**config.mk**
```make
export PLATFORM = sky130hd
export DESIGN_NAME = cpu_boot_sequencer
export DESIGN_NICKNAME = d
export VERILOG_FILES = /design/src/rtl/cpu_boot_sequencer.sv
export SDC_FILE = /design/constraint.sdc
export NUM_CORES = 1
export LEC_CHECK = 0
export CAP_MARGIN = 25
export CORE_MARGIN = 1
export CORE_UTILIZATION = 25
export CTS_BUF_LIST = sky130_fd_sc_hd__clkbuf_4 sky130_fd_sc_hd__clkbuf_8 sky130_fd_sc_hd__clkbuf_16
export CTS_CLUSTER_SIZE = 8
export DETAILED_ROUTE_END_ITERATION = 10
export PLACE_DENSITY = 0.44
export REMOVE_ABC_BUFFERS = 1
export SLEW_MARGIN = 20
export SYNTH_ARGS = -nofsm -noshare
export SYNTH_HDL_FRONTEND = slang
export SYNTH_SLANG_ARGS = --single-unit
```
**constraint.sdc**
```tcl
create_clock -name clk -period 7.8 [get_ports clk]
set_clock_uncertainty 0.2 [all_clocks]
set_input_delay 1.56 -clock clk [delete_from_list [all_inputs] [get_ports clk]]
set_output_delay 1.56 -clock clk [all_outputs]
set_load 0.05 [all_outputs]
```
**src/rtl/cpu_boot_sequencer.sv**
```systemverilog
// cpu_boot_sequencer: holds the CPU in reset while a program image arrives
// as a byte stream (32-bit little-endian length header, then data words),
// writes each assembled word to instruction/data RAM and then releases the
// CPU reset so it starts fetching at PC 0.
// Optional feature: define CPU_BOOT_CHECKSUM_EN to require a trailing
// 32-bit modular sum of the data words before the CPU is released.
module cpu_boot_sequencer #(
  parameter logic [31:0] BASE_ADDR = 32'h0000_0000,
  parameter int          MAX_WORDS = 4096
) (
  input  logic        clk,
  input  logic        rst,
  input  logic [7:0]  rx_data,
  input  logic        rx_valid,
  output logic        rx_ready,
  input  logic        boot_req,
  output logic [31:0] mem_addr,
  output logic [31:0] mem_wdata,
  output logic [3:0]  mem_wenable,
  output logic        cpu_rst_n,
  output logic        done,
  output logic        error
);

  localparam logic [31:0] MAX_LEN = MAX_WORDS;

  typedef enum logic [2:0] {
    S_LEN,
    S_DATA,
    S_WRITE,
`ifdef CPU_BOOT_CHECKSUM_EN
    S_CSUM,
`endif
    S_RUN,
    S_ERROR
  } state_t;

  state_t      state;
  logic [1:0]  byte_cnt;
  logic [31:0] word_idx;
  logic [31:0] len;
  logic [31:0] shift;
  logic [31:0] full;
  logic        accept;
  logic        last_byte;
`ifdef CPU_BOOT_CHECKSUM_EN
  logic [31:0] sum;
`endif

  assign accept    = rx_valid & rx_ready;
  // New bytes enter at the top, so after four shifts the first byte sits in [7:0].
  assign full      = {rx_data, shift[31:8]};
  assign last_byte = accept && (byte_cnt == 2'd3);

  // Byte assembly and length capture (datapath, no reset needed).
  always_ff @(posedge clk) begin
    if (accept) shift <= full;
    if (last_byte && state == S_LEN) len <= full;
  end

  // Boot FSM with registered handshake, RAM write port and CPU control.
  always_ff @(posedge clk) begin
    if (rst) begin
      state       <= S_LEN;
      byte_cnt    <= 2'd0;
      word_idx    <= 32'd0;
      rx_ready    <= 1'b0;
      mem_wenable <= 4'b0000;
      mem_addr    <= BASE_ADDR;
      mem_wdata   <= 32'd0;
      cpu_rst_n   <= 1'b0;
      done        <= 1'b0;
      error       <= 1'b0;
`ifdef CPU_BOOT_CHECKSUM_EN
      sum         <= 32'd0;
`endif
    end else begin
      if (accept) byte_cnt <= byte_cnt + 2'd1;
      case (state)
        S_LEN: begin
          rx_ready <= 1'b1;
          if (last_byte) begin
            word_idx <= 32'd0;
`ifdef CPU_BOOT_CHECKSUM_EN
            sum      <= 32'd0;
`endif
            if (full > MAX_LEN) begin
              state    <= S_ERROR;
              rx_ready <= 1'b0;
              error    <= 1'b1;
            end else if (full == 32'd0) begin
`ifdef CPU_BOOT_CHECKSUM_EN
              state     <= S_CSUM;
`else
              state     <= S_RUN;
              rx_ready  <= 1'b0;
              cpu_rst_n <= 1'b1;
              done      <= 1'b1;
`endif
            end else begin
              state <= S_DATA;
            end
          end
        end
        S_DATA: begin
          if (last_byte) begin
            state       <= S_WRITE;
            rx_ready    <= 1'b0;
            mem_wenable <= 4'b1111;
            mem_addr    <= BASE_ADDR + (word_idx << 2);
            mem_wdata   <= full;
          end
        end
        S_WRITE: begin
          mem_wenable <= 4'b0000;
          word_idx    <= word_idx + 32'd1;
`ifdef CPU_BOOT_CHECKSUM_EN
          sum         <= sum + mem_wdata;
`endif
          if (word_idx + 32'd1 == len) begin
`ifdef CPU_BOOT_CHECKSUM_EN
            state     <= S_CSUM;
            rx_ready  <= 1'b1;
`else
            // Write enable drops on this same edge, so the CPU never runs during a write.
            state     <= S_RUN;
            cpu_rst_n <= 1'b1;
            done      <= 1'b1;
`endif
          end else begin
            state    <= S_DATA;
            rx_ready <= 1'b1;
          end
        end
`ifdef CPU_BOOT_CHECKSUM_EN
        S_CSUM: begin
          if (last_byte) begin
            rx_ready <= 1'b0;
            if (full == sum) begin
              state     <= S_RUN;
              cpu_rst_n <= 1'b1;
              done      <= 1'b1;
            end else begin
              state <= S_ERROR;
              error <= 1'b1;
            end
          end
        end
`endif
        S_RUN: begin
          if (boot_req) begin
            state     <= S_LEN;
            rx_ready  <= 1'b1;
            cpu_rst_n <= 1'b0;
            done      <= 1'b0;
            word_idx  <= 32'd0;
            byte_cnt  <= 2'd0;
          end
        end
        S_ERROR: begin
          if (boot_req) begin
            state    <= S_LEN;
            rx_ready <= 1'b1;
            error    <= 1'b0;
            word_idx <= 32'd0;
            byte_cnt <= 2'd0;
          end
        end
        default: begin
          state    <= S_LEN;
          rx_ready <= 1'b0;
        end
      endcase
    end
  end

endmodule

```
==> flow_summary.ini <==
[run_status]
status = finished, final reports clean

[cts]
clk_latency_ps = 430
path_clk_slew_ps = 70
cts_root_buf = clkbuf_16
cts_resized = 0
post_cts.repair.setup_buffers = 0
cts_made_buffers = 17
cts.sinks = 159
cts_max_path_buffers = 2
holdBufCountCts = 0
htreeDepth = 4
cts_tree = yes

[critical_path]
end_kind = register
path_class = in -> reg
slowest_stage = or3_2
cp_num_buf_inv = 3
startpoint_type = input pin
crit_family = buffers and inverters
cp_max_fo = 34
arrival_ps = 4690
critPathMostFrequentCell = nand2_1
critPathMaxStageDelay_ps = 860
required_ps = 7890
worstPathCellList = clkdlybuf4s50_1, nand2_1, inv_1, nand2_1, or3_2, buf_4, nand2_1, a21oi_1

[yosys]
ys_warn_count = 0
ys_ff_latch = 159
yosysSeqAreaShare_pct = 51.6
yosysTopAreaCellShare_pct = 28.4
synth_area_leader_cell = dfxtp_1
synth-main-ff-cell = dfxtp_1
syn_avg_cell_area_sq_um = 9.05
synthArstFlopShare_pct = 0
synth_cell_types = 57
synthCells = 801
synth-edff-count = 56
yosys-top-cells-area = dfxtp_1 (28%), edfxtp_1 (23%), a21oi_1 (7.7%)
syn-cell-area_sq_um = 7250

[placement]
dp_cells = 1202
port_buffers = 81
place_hpwl_mm = 13.7
placed_cell_area_sq_um = 8310
place_congestion = 0.811

[drt]
wl_per_cell_um = 16.3
vias = 5828
routed_wl_mm = 20.2
drtIter0Drc = 266
first_pass_iters = 5
drc = 0
viasPerCell = 4.72
drtAntennaViolNets = 0

[floorplanning]
core_area_sq_um = 28200
die_h_um = 172
io-pin-count = 84
dieArea_sq_um = 29700
row_count = 61
floorplan.die.width_um = 172
initial_core_util_pct = 25.7

[sta]
relSlewSlack_pct = 33.5
setup_viol = 0
rsz0062_at_grt = no
slew_violations = 0
fmax_mhz = 217
fin_crit_ps = 4600
worst_pin_slew_ps = 996
period_share_pct = 59.0
final-hold-violation-count = 0
setup_tns_ps = 0

[global_route]
grt_pass1_vias = 5609
grt_pass1_wl_mm = 32.4
grt-ovfl-total = 0
antenna_found_initial = 0
grt_max_degree = 55
track_usage_pct = 14.3

[layout]
instances_no_fill = 1235
syn2layout_area_growth_pct = 23.0
drive_above_1_share_pct = 7.12
layout.nets = 858
stdcell_area_sq_um = 8920
antenna_cells = 0

[power_and_ir_drop]
ir_drop_mv = 0.142
leakage_uw = 0.00280
powerDensity_nw_per_um2 = 193

[job]
maxCapViolCount = 0

[min_path]
holdCritPathClass = reg -> reg
routing by layer:
layer / up-vias / GRT usage (%) / wire (um)
li1: 2945 / - / -
met1: 2775 / 19.7 / 10100
met2: 97 / 22.0 / 9140
met3: 11 / 3.41 / 765
met4: 0 / 3.92 / 161
met5: - / 0 / 0
cell usage in the layout (no fill, tap or decap), drive strengths merged, types with 6 or more instances in the layout:
master,instances
nand2,149
a21oi,112
dfxtp,103
clkdlybuf4s50,80
edfxtp,56
nor2,41
o21ai,29
xor2,22
nor3,20
nand4,19
clkbuf,18
xnor2,17
nand3,17
nor4,17
inv,15
and3,13
or3,13
buf,10
a31oi,9
and4,9
a211oi,8
or4,7
nand2b,7
nor2b,6
per-stage QoR:
stage	total power (uW)	hold slack, ps	setup WS (ps)	util, %
final	1720	254	3200	31.7
after global routing	1800	272	2970	31.7
after CTS	1750	256	3180	31.6
after detailed placement	919	247	2740	29.5
after global placement	919	245	2800	29.5
after floorplan	895	237	1320	-
where the power goes:
part | internal [uW] | switching, uW
clock network | 456 | 368
logic | 8.07 | 20.9
registers | 864 | 7.36
tightest hold or removal path, stage by stage, from the launching register on:
cell and delay (ps):
dfxtp_1 310, nand2_1 50, a21oi_1 50
synth_stat cells (all sizes together) (4+ instances only):
master and count:
or3 13, or4 7, nand3b 4, a2111oi 4, edfxtp 56, a21o 5, nor3 20, and4 9
a31oi 9, xnor2 17, o21a 5, xor2 22, and3 13, o21ai 29, nor2 41, and2 4
dfxtp 103, buf 23, clkbuf 44, inv 5, a211oi 8, nor4 17, nor2b 6, a21oi 112
nand2b 7, nand4 19, nand3 17, nand2 149
state kept, by name, indices dropped and copies added (netlist names):
register,count
mem_wdata,32
mem_wenable,1
state,3
shift,24
error,1
mem_addr,30
len,32
rx_ready,1
word_idx,32
done,1
byte_cnt,2
cells by family (layout without fill, tap and decap cells):
kind of cell,Yosys count,after routing,share of synthesized area (%)
XOR/XNOR,39,39,4.71
other,1,2,0.0517
flip-flops,159,159,51.6
buffers and inverters,72,127,4.54
adder cells (fa/ha/maj),2,2,0.345
AO/OA/AOI/OAI,192,192,15.2
AND/OR/NAND/NOR,336,336,23.5
path summary, 6_finish.rpt:
check / from / endpoint / slack (ps) / cells after the start
worst max-delay path: rx_valid / mem_wdata[4]$_SDFFE_PP0P_ / 3200 / 8
worst min-delay path: mem_addr[12]$_SDFFE_PP0P_ / mem_addr[12]$_SDFFE_PP0P_ / 250 / 2
worst max register to register: word_idx[0]$_SDFFE_PP0P_ / state[1]$_SDFFE_PP0P_ / 3840 / 8
worst min register to register: mem_addr[12]$_SDFFE_PP0P_ / mem_addr[12]$_SDFFE_PP0P_ / 250 / 2
final cells by class:
| class | count | area, sq um |
|---|---|---|
| Clock inverter | 14 | 144 |
| Clock buffer | 18 | 433 |
| Timing Repair Buffer | 90 | 896 |
| Inverter | 5 | 18.8 |
| Tap cell | 378 | 473 |
| Sequential cell | 159 | 3740 |
| Fill cell | 2961 | 19200 |
| Multi-Input combinational cell | 571 | 3210 |
No activity file was read; power rests on OpenSTA's default activity.
==> RTL edit 1: new RTL, same flow settings <==
Add a define of `CPU_BOOT_CHECKSUM_EN`.
--- a/src/rtl/cpu_boot_sequencer.sv
+++ b/src/rtl/cpu_boot_sequencer.sv
@@ -6,2 +6,4 @@
 // 32-bit modular sum of the data words before the CPU is released.
+`define CPU_BOOT_CHECKSUM_EN
+
 module cpu_boot_sequencer #(
Check against the original RTL: not equivalent (Yosys sat finds a counterexample within 10 cycles, from zero or initial values and one cycle with rst high).
==> RTL edit 1 against the original RTL <==
  * Worst setup slack better by 0.078 ns
  * Critical path type unchanged
  * Sequential cell count rose by 32
  * Area after synthesis increased by 36%
  * Largest cell class is now multi-input combinational cells
  * Synthesized cell count increased by 42%
  * Highest routed layer unchanged
  * Cell area is 31% higher
  * Routed wire length is 48% higher
  * Power is 15% higher
  * Non-clock buffer count did not move
  * Clock power rose by 9.5%
  * Sequential power grew 19%
  * Via count rose by 40%
==> RTL edit 1: results (changes against the original RTL) <==
Fill cell count -> 4190 (+42%)
First-pass GRT wire length -> 46.7 mm (+44%)
Maximum clock path buffer count -> 2 (unchanged)
Largest net degree at the start of global routing -> 83 (+51%)
Seq/Total Area, Yosys -> 44.5% (-7.1 points)
1st-iter DRT viols -> 556 (+110%)
Total wire length -> 29.8 mm (+48%)
GPL Wtd Cong -> 0.857 (+5.6%)
Drt pass-1 iters -> 5 (unchanged)
Fin nets -> 1234 (+44%)
Synth top cells by count -> nand2_1, a21oi_1, dfxtp_1
Run status -> finished clean
CP Max Fanout -> 33 (-2.9%)
Slew headroom -> 35.3% (+1.8 points)
Top post-synthesis cells by area -> dfxtp_1, edfxtp_1, nand2_1
Final std cells w/o fill -> 1719 (+39%)
Max incr delay on CP -> 0.53 ns (-0.33 ns)
Cells after DPL -> 1687 (+40%)
Mapped Cells -> 1141 (+42%)
DP HPWL -> 21.1 mm (+53%)
TritonCTS Buffers -> 17 (unchanged)
Leakage power -> 0.00401 µW (+43%)
Peak supply drop -> 0.000156 V (+9.4%)
Setup Fix Bufs, Post-CTS -> 0 (unchanged)
Synth cell types -> 63 (+11%)
Yosys warning total -> 0 (unchanged)
GRT Overall Usage -> 14.8% (+0.54 points)
Synth async-reset ratio -> 0% (unchanged)
Layout cells sized above 1 -> 5.41% (-1.7 points)
Vias in the first global route -> 7992 (+42%)
CP max stage cell -> nand3b_1
Vias -> 8158 (+40%)
-- RTL edit 1: cell count changes in the layout (fill, tap and decap cells not counted), moves of 31 or more --
cell     before  now
nor2_1       41   80
nand2_1     149  205
a21oi_1     112  150
ha_1          2   33
xnor2_1      17   78
dfxtp_1     103  135
-- RTL edit 1: metrics by stage --
step | total power [µW] | hold WS [ns] | instance area [µm²] | util, % | worst slack (ns)
2_1_floorplan | 1070 | 0.257 | 9580 | - | 2.26
3_3_place_gp | 1110 | 0.244 | 11100 | 28.7 | 2.86
3_5_place_dp | 1110 | 0.247 | 11100 | 28.7 | 2.80
4_1_cts | 2020 | 0.258 | 11700 | 30.2 | 3.25
5_1_grt | 2060 | 0.272 | 11700 | 30.2 | 3.02
6_report | 1990 | 0.255 | 11700 | 30.2 | 3.28
-- RTL edit 1: worst max-delay path, delay by kind of cell --
kind            cells  cell delay (ns)
simple gates        5             1.56
compound gates      2             0.41
buf+inv             3             1.07
-- RTL edit 1: logic make-up (layout without fill, tap and decap cells) --
family,after synthesis,count (layout),share of synthesized area [%]
AOI/OAI and AO/OA,284,284,16.4
xor gates and xnor gates,109,109,9.70
adders and majority gates,34,34,4.40
buffers and inverters,78,137,3.35
DFF,191,191,44.5
muxes,2,2,0.203
other,1,2,0.0381
and+or+nand+nor,442,442,21.3
-- RTL edit 1: cell type report --
class	count	area (µm²)	share of cell area (%)
clock buffer	18	433	3.70
clock inverter	14	154	1.31
inverter	15	56.3	0.481
multi-input combinational	873	5150	44.0
tap	518	648	5.54
timing repair buffer	90	876	7.48
sequential	191	4380	37.5
-- RTL edit 1: report_power, final --
part	internal, µW	leakage, µW	switching, µW
Sequential	1030	0.00160	12.5
Clock	459	0.000281	444
Combinational	14.7	0.00213	34.1
Total	1500	0.00401	490
-- RTL edit 1: metal layers --
| metal | up-vias | part of all wire (%) | GRT usage (%) | wire length, µm |
|---|---|---|---|---|
| li1 | 4112 | - | - | - |
| met2 | 128 | 47 | 24.7 | 14000 |
| met3 | 24 | 2.6 | 2.35 | 771 |
| met1 | 3894 | 49 | 19.9 | 14700 |
| met4 | 0 | 1.3 | 3.60 | 375 |
| met5 | - | 0 | 0 | 0 |
-- RTL edit 1: final timing paths --
kind / start / to / slack (ns) / depth (start not counted)
max: rx_valid / word_idx[12] / 3.28 / 10
min: mem_addr[17] / mem_addr[17] / 0.25 / 2
max reg2reg: state[1] / state[1] / 3.96 / 10
min reg2reg: mem_addr[17] / mem_addr[17] / 0.25 / 2
==> RTL edit 2: new RTL, same settings <==
Without the edit above. Make the reset (`rst`) asynchronous in one clocked block.
--- a/src/rtl/cpu_boot_sequencer.sv
+++ b/src/rtl/cpu_boot_sequencer.sv
@@ -61,3 +61,3 @@
   // Boot FSM with registered handshake, RAM write port and CPU control.
-  always_ff @(posedge clk) begin
+  always_ff @(posedge clk or posedge rst) begin
     if (rst) begin
Function: differs if rst is asserted again (counterexample within 4 cycles, from zero or initial values and one cycle with rst high); with rst held inactive, the same outputs for 10 cycles.
==> RTL edit 2 against the original RTL <==
  * Die area grew 5.8%
  * First-iteration DRC count grew 44%
  * Routed wire length grew 0.44%
  * Worst setup slack gained 0.19 ns
  * Utilization shrank 0.24 points
  * Hold slack gained 0.048 ns
  * Fmax grew 4.4%
  * Sequential cell count is the same
  * Cell area grew 5.3%
  * Area after synthesis grew 5.8%
  * Register-to-register slack gained 0.04 ns
Power is not compared: it rests on default switching activity, and its combinational part moved more than twofold at a synthesized area within 25%.
==> RTL edit 2: results (changes against the original RTL) <==
Vias in the first global route -> 5216 (-7.0%)
Run status -> finished clean
CP Max Fanout -> 35 (+2.9%)
Hold path startpoint -> shift[8]
DP Worst Slack -> 2.36 ns (-0.383 ns)
CP max stage cell -> and2_2
1st-iter DRT viols -> 384 (+44%)
Fill cell count -> 3016 (+1.9%)
DP HPWL -> 14.1 mm (+2.6%)
Arr. time, crit path -> 4.52 ns (-0.17 ns)
Fin nets -> 732 (-15%)
GPL Wtd Cong -> 0.853 (+5.2%)
Worst r2r dst -> state[1]
Seq/Total Area, Yosys -> 55.5% (+3.9 points)
Total core area -> 29900 µm² (+6.1%)
Hold path depth -> 0 (-2)
Hold endpoint -> len[0]
Cell depth of the worst flop-to-flop path -> 9 (+1)
XOR/XNOR share of the synthesized area -> 5.63% (+0.92 points)
Slew at the pin closest to its max-slew limit -> 0.866 ns (-0.130 ns)
FF-to-FF Start -> word_idx[0]
Fin Hold WS -> 0.302 ns (+0.0479 ns)
Synth Area in Adders -> 0.326% (-0.019 points)
GRT Overall Usage -> 13.5% (-0.77 points)
Total wire length -> 20.3 mm (+0.44%)
Max incr delay on CP -> 0.69 ns (-0.17 ns)
Synth top cells by count -> dfrtp_1, mux2_2, edfxtp_1
Main synth FF type -> dfrtp_1
-- RTL edit 2: cell count changes in the layout (fill, tap and decap cells not counted), moves of 5 or more --
cell | unedited run | this run
dfrtp_1 | 0 | 103
dfxtp_1 | 103 | 0
nand2_1 | 149 | 46
a21oi_1 | 112 | 14
mux2_2 | 0 | 64
nor3_1 | 18 | 5
o21ai_0 | 29 | 41
and3_1 | 13 | 2
o31ai_1 | 3 | 12
xnor2_1 | 17 | 26
a31oi_1 | 8 | 2
or3_1 | 12 | 6
a21o_1 | 5 | 0
-- RTL edit 2: worst max-delay path by stage --
stage               startpoint            to  slack, ns  cells past startpoint
global placement      rx_valid  mem_wdata[4]       2.40                      8
detailed placement    rx_valid  mem_wdata[5]       2.36                      8
finish                rx_valid  mem_wdata[5]       3.39                      8
floorplan             rx_valid          done       1.34                      6
global route          rx_valid  mem_wdata[5]       3.13                      8
CTS                   rx_valid  mem_addr[11]       2.83                      8
-- RTL edit 2: power by group through the flow --
stage	Sequential [µW]	Combinational (µW)	Clock (µW)
6_report	1340	1430	814
2_1_floorplan	1920	343	0
3_5_place_dp	1370	1440	0
4_1_cts	1350	1450	837
5_1_grt	1390	1510	873
3_3_place_gp	1370	1430	0
-- RTL edit 2: layout make-up --
type | instances | share of cell area (%)
clock buffers | 19 | 4.76
repair buffers | 87 | 9.20
multi-input cells | 446 | 33.8
inverters | 7 | 0.307
well taps | 390 | 5.20
flip-flops and latches | 159 | 45.4
clock inverters | 13 | 1.33
-- RTL edit 2: kinds of logic (layout without fill, tap and decap cells) --
family / after synthesis / after routing
XOR/XNOR: 46 / 46
AO/OA/AOI/OAI: 111 / 111
AND/OR/NAND/NOR: 217 / 217
other: 1 / 2
buffers and inverters: 55 / 126
multiplexers: 68 / 68
adder cells (fa/ha/maj): 2 / 2
flip-flops: 159 / 159
-- RTL edit 2: metal layers --
layer / global-route usage (%) / wire length (µm)
met5: 0 / 0
met4: 3.20 / 180
met3: 3.05 / 762
met2: 20.1 / 9020
met1: 19.6 / 10300
-- RTL edit 2: metrics by stage --
stage / total power, µW / cells / area, µm²
2_1_floorplan: 2270 / 612 / 7450
5_1_grt: 3770 / 1121 / 9390
4_1_cts: 3640 / 1120 / 9370
3_3_place_gp: 2800 / 1088 / 8800
3_5_place_dp: 2810 / 1088 / 8800
6_report: 3590 / 1121 / 9390
